`config.mk`:
```
export PLATFORM = sky130hd
export DESIGN_NAME = pipe_ctrl
export DESIGN_NICKNAME = d
export VERILOG_FILES = /design/src/rtl/pipe_pkg.sv /design/src/rtl/fwd_unit.sv /design/src/rtl/pipe_ctrl.sv
export SDC_FILE = /design/constraint.sdc
export NUM_CORES = 1
export LEC_CHECK = 0
export ABC_AREA = 1
export CORE_MARGIN = 2
export CORE_UTILIZATION = 48
export CTS_CLUSTER_SIZE = 20
export DETAILED_ROUTE_END_ITERATION = 16
export PLACE_DENSITY = 0.92
export SLEW_MARGIN = 40
export SYNTH_ARGS = -nofsm -noshare
export SYNTH_HDL_FRONTEND = slang
export SYNTH_HIERARCHICAL = 1
export SYNTH_SLANG_ARGS = --single-unit
```
`constraint.sdc`:
```
create_clock -name clk -period 2.2 [get_ports clk]
set_input_delay 0.33 -clock clk [delete_from_list [all_inputs] [get_ports clk]]
set_output_delay 0.33 -clock clk [all_outputs]
set_load 0.05 [all_outputs]
```
`src/rtl/pipe_pkg.sv`:
```
// pipe_pkg: shared state/forward-select types and the forwarding match helper for pipe_ctrl.
package pipe_pkg;
   typedef enum logic [1:0] {INIT, RUN, MEM_WAIT} pctrl_state_t;
   typedef enum logic [1:0] {FWD_RF = 2'b00, FWD_W = 2'b01, FWD_M = 2'b10} fwd_sel_t;
   localparam logic [1:0] RESULT_LOAD = 2'b01;
   // M wins over W; x0 is hardwired zero so it never forwards
   function automatic fwd_sel_t fwd_sel(input logic [4:0] rs, input logic [4:0] rdm,
                                        input logic [4:0] rdw, input logic wm, input logic ww);
      return (wm && rdm != 5'd0 && rdm == rs) ? FWD_M :
             (ww && rdw != 5'd0 && rdw == rs) ? FWD_W : FWD_RF;
   endfunction
endpackage

```
`src/rtl/fwd_unit.sv`:
```
// fwd_unit: combinational operand forward-select for both E-stage sources.
module fwd_unit
   import pipe_pkg::*;
(
   input  logic [4:0] Rs1E,
   input  logic [4:0] Rs2E,
   input  logic [4:0] RdM,
   input  logic [4:0] RdW,
   input  logic       RegWriteM,
   input  logic       RegWriteW,
   output logic [1:0] ForwardAE,
   output logic [1:0] ForwardBE
);
   assign ForwardAE = fwd_sel(Rs1E, RdM, RdW, RegWriteM, RegWriteW);
   assign ForwardBE = fwd_sel(Rs2E, RdM, RdW, RegWriteM, RegWriteW);
endmodule

```
`src/rtl/pipe_ctrl.sv`:
```
// pipe_ctrl: hazard/sequencing controller (post-reset bubble, load-use stall, branch flush,
// data-memory wait) with stall/flush performance counters.
module pipe_ctrl
   import pipe_pkg::*;
#(
   parameter int         CNT_W          = 32,
   parameter logic [1:0] LOAD_RESULTSRC = RESULT_LOAD
) (
   input  logic             clk,
   input  logic             rst_n,
   input  logic [4:0]       Rs1D,
   input  logic [4:0]       Rs2D,
   input  logic [4:0]       Rs1E,
   input  logic [4:0]       Rs2E,
   input  logic [4:0]       RdE,
   input  logic [1:0]       ResultSrcE,
   input  logic             PCSrcE,
   input  logic [4:0]       RdM,
   input  logic [4:0]       RdW,
   input  logic             RegWriteM,
   input  logic             RegWriteW,
   input  logic             MemReqM,
   input  logic             dmem_ready,
   output logic             StallF,
   output logic             StallD,
   output logic             StallE,
   output logic             StallM,
   output logic             FlushD,
   output logic             FlushE,
   output logic             FlushW,
   output logic [1:0]       ForwardAE,
   output logic [1:0]       ForwardBE,
   output logic [CNT_W-1:0] stall_cnt,
   output logic [CNT_W-1:0] flush_cnt
);
   pctrl_state_t state;
   logic mem_busy, mem_stall, active, br, lu;
   assign mem_busy  = MemReqM & ~dmem_ready;
   // the ready cycle in MEM_WAIT already releases the stall
   assign mem_stall = (state == MEM_WAIT && !dmem_ready) || (state == RUN && mem_busy);
   assign active    = (state != INIT) && !mem_stall;
   assign br        = active & PCSrcE;
   assign lu        = active && !PCSrcE && ResultSrcE == LOAD_RESULTSRC && RdE != 5'd0 &&
                      (RdE == Rs1D || RdE == Rs2D);
   assign StallF = mem_stall | lu;
   assign StallD = mem_stall | lu;
   assign StallE = mem_stall;
   assign StallM = mem_stall;
   assign FlushD = (state == INIT) | br;
   assign FlushE = (state == INIT) | br | lu;
   assign FlushW = mem_stall;
   fwd_unit u_fwd (
      .Rs1E(Rs1E), .Rs2E(Rs2E), .RdM(RdM), .RdW(RdW),
      .RegWriteM(RegWriteM), .RegWriteW(RegWriteW),
      .ForwardAE(ForwardAE), .ForwardBE(ForwardBE)
   );
   always_ff @(posedge clk or negedge rst_n) begin
      if (!rst_n) begin
         state     <= INIT;
         stall_cnt <= '0;
         flush_cnt <= '0;
      end else begin
         state     <= state == INIT ? RUN :
                      state == RUN  ? (mem_busy ? MEM_WAIT : RUN) :
                      (dmem_ready ? RUN : MEM_WAIT);
         stall_cnt <= stall_cnt + CNT_W'(StallF);
         flush_cnt <= flush_cnt + CNT_W'(br);
      end
   end
endmodule
```
==> results_dict.tcl <==
set metrics [dict create \
    status "completed" \
    synth_warnings 6 \
    dpl_worst_slack_ns -0.468 \
    layout-drive-gt1-share 0.140 \
    htreeDepth 3 \
    fin_crit_ns 2.11 \
    tritoncts.num_buffers 9 \
    tritoncts_num_sinks 66 \
    synth_seq_cells 66 \
    worst-endpoint-arrival_ns 1.78 \
    synth_area_um2 4060 \
    drc_errors 0 \
    avgViaCountPerCell 5.00 \
    grt_util_all_layers 0.259 \
    path_class "primary input to primary output" \
    area_growth_syn_to_layout_pct 47.6 \
    layout.cells.most_common "sky130_fd_sc_hd__nand2_1" \
    fin_hold_ws_ns 0.00567 \
    first_global_vias 4147 \
    routed_wirelength_um 11600 \
    tightestPinTransition_ns 0.526 \
    cp-end-kind "primary output" \
    finalSetupViolCount 0 \
    dp_hpwl_um 9020 \
    netlist-cell-type-count 19 \
    ant_nets 0 \
    maxCapViolations 0 \
    final.period_utilization 0.958 \
    final_cell_count_without_fillers 835 \
    globalplace.congestion 0.975 \
    met3RoutedLength_um 806 \
    place.detailed.instances 818 \
    seq_area_frac_synth 0.407 \
    cellPowerDensity_nw_per_um2 561 \
    detailroute.via_count 4178 \
    top_layer_used "met4" \
    slew_headroom 0.648 \
    drt-pass1-iter-count 5 \
    final_count_of_pins_violating_max_slew 0 \
    die_y_um 96.0 \
    ios 119 \
    hold_violation_total_from_the_final_report 0 \
    grt_first_pass_wirelength_um 18600 \
    avgRoutedWirePerCell_um 13.8 \
    fin_skew_ns 0.0138 \
    die_width_um 96.0 \
    worst_ir_drop_vdd_v 0.000286 \
    clockRootBuffer "sky130_fd_sc_hd__clkbuf_8" \
    worstPathCellList "clkdlybuf4s50_1 -> inv_1 -> nand4_1 -> buf_4 -> nand2_4 -> buf_4 -> o21ai_2 -> inv_1 -> nand2_1 -> buf_12" \
    avgSynthCellArea_um2 7.14 \
    mappedNetlistNets 617 \
    critical-path-slowest-cell "sky130_fd_sc_hd__clkdlybuf4s50_1" \
    power.static_leakage_nw 3.00 \
    fin_ws_ns 0.0933 \
    io_buffers 118 \
    most-common-layout-cells "sky130_fd_sc_hd__nand2_1, sky130_fd_sc_hd__nor2_1, sky130_fd_sc_hd__clkdlybuf4s50_1" \
    setup.worst_path.start_class "primary input" \
    critical_path_peak_fanout 4 \
    core_area_um2 8220 \
    wl_met2_um 5880 \
    nets 777 \
    post_synth_inst_count 569 \
    detail_route.wirelength.met1_um 4600 \
    fmax_mhz 475 \
    largest_net_degree_at_the_start_of_global_routing 67 \
    start_util 0.494 \
    clkTransAtPathRegs_ns 0.06 \
    globalRouteOverflowTotal 0 \
    site_row_count 33 \
    worst-endpoint-required_ns 1.87 \
    worst_path_largest_cell_delay_ns 0.48 \
    first_iter_violations 279 \
    post_cts_hold_buffer_count 0 \
    cts_tree "done" \
    core_util_final 0.730 \
    dieArea_um2 9210 \
    antenna_found_initial 0 \
    hold_crit_class "primary input to async pin" \
    total_power_mw 3.36 \
    clockBufferDepth 2 \
    insertedDiodeCount 0 \
    clock_insertion_delay_worst_skew_ns 0.34 \
]
-- final cells by class --
cell class,count,area (um2)
Tap cell,105,131
Timing Repair Buffer,152,1570
Multi-Input combinational cell,427,2220
Sequential cell,66,1650
Clock buffer,11,141
Fill cell,621,2220
Inverter,73,277
Clock inverter,1,5.00
-- routing by layer --
layer / GRT usage / vias to the layer above
li1: - / 2018
met1: 0.308 / 1918
met2: 0.456 / 216
met3: 0.0525 / 26
met4: 0.106 / 0
met5: 0 / -
-- worst max-delay path, delay by kind of cell --
kind	cells	cell delay, ns
buffers and inverters	6	1.02
AND/OR/NAND/NOR	3	0.26
AO/OA/AOI/OAI	1	0.16
-- final timing paths --
path | slack, ns | to | cells after the start | start
worst max-delay path | 0.09 | FlushE | 10 | dmem_ready
worst min-delay path | 0.006 | flush_cnt[5] | 2 | rst_n
worst max register to register | 0.21 | stall_cnt[26] | 14 | state[1]
worst min register to register | 0.50 | flush_cnt[31] | 2 | flush_cnt[31]
max in group asynchronous | 1.91 | stall_cnt[28] | 2 | rst_n
min in group clk | 0.50 | flush_cnt[31] | 2 | flush_cnt[31]
-- report_power, final --
group	total [mW]	internal [mW]	switching, mW
combinational	1.08	0.424	0.651
sequential	1.44	1.31	0.133
clock	0.844	0.414	0.431
total	3.36	2.15	1.21
-- synthesized netlist by cell type --
cell / number / area [um2]
sky130_fd_sc_hd__nor3_1: 1 / 5.00
sky130_fd_sc_hd__xor2_1: 45 / 394
sky130_fd_sc_hd__nor2_4: 4 / 45.0
sky130_fd_sc_hd__nor2_1: 103 / 387
sky130_fd_sc_hd__a21oi_1: 1 / 5.00
sky130_fd_sc_hd__xnor2_1: 18 / 158
sky130_fd_sc_hd__nor2_2: 15 / 93.8
sky130_fd_sc_hd__nand2_2: 5 / 31.3
sky130_fd_sc_hd__o21ai_0: 2 / 10.0
sky130_fd_sc_hd__ha_1: 4 / 50.1
sky130_fd_sc_hd__nand2_1: 196 / 736
sky130_fd_sc_hd__inv_2: 5 / 18.8
sky130_fd_sc_hd__nand3b_1: 7 / 52.6
sky130_fd_sc_hd__nand3_2: 2 / 20.0
sky130_fd_sc_hd__dfrtp_1: 66 / 1650
sky130_fd_sc_hd__inv_1: 68 / 255
sky130_fd_sc_hd__nand4_1: 5 / 31.3
sky130_fd_sc_hd__buf_4: 3 / 22.5
sky130_fd_sc_hd__nand3_1: 19 / 95.1
-- state kept, by name, summed over array words and instances, names as in the netlist --
register	flops
flush_cnt	32
stall_cnt	32
state	2
-- what timing repair did --
item / 4_1_cts / 5_1_grt
gates resized for setup: 10 / 19
endpoints found under the hold margin: 0 / 0
setup buffers: 1 / 4
setup endpoints to repair: 9 / 24
pin swaps: 1 / 10
-- per-stage QoR --
stage	TNS, ns	instance area, um2
3_3_place_gp	-4.62	5720
2_1_floorplan	0	4090
4_1_cts	0	5900
3_5_place_dp	-9.77	5720
6_report	0	6000
5_1_grt	-0.00423	6000
-- logic make-up (layout without fill, tap and decap cells) --
group | after synthesis | after routing | synth area share
compound gates | 3 | 3 | 0.00370
xor+xnor | 63 | 63 | 0.136
fa+ha+maj | 4 | 4 | 0.0123
buf+inv | 76 | 237 | 0.0730
flops | 66 | 66 | 0.407
simple gates | 357 | 357 | 0.368
(Power assumes the default switching activity.)
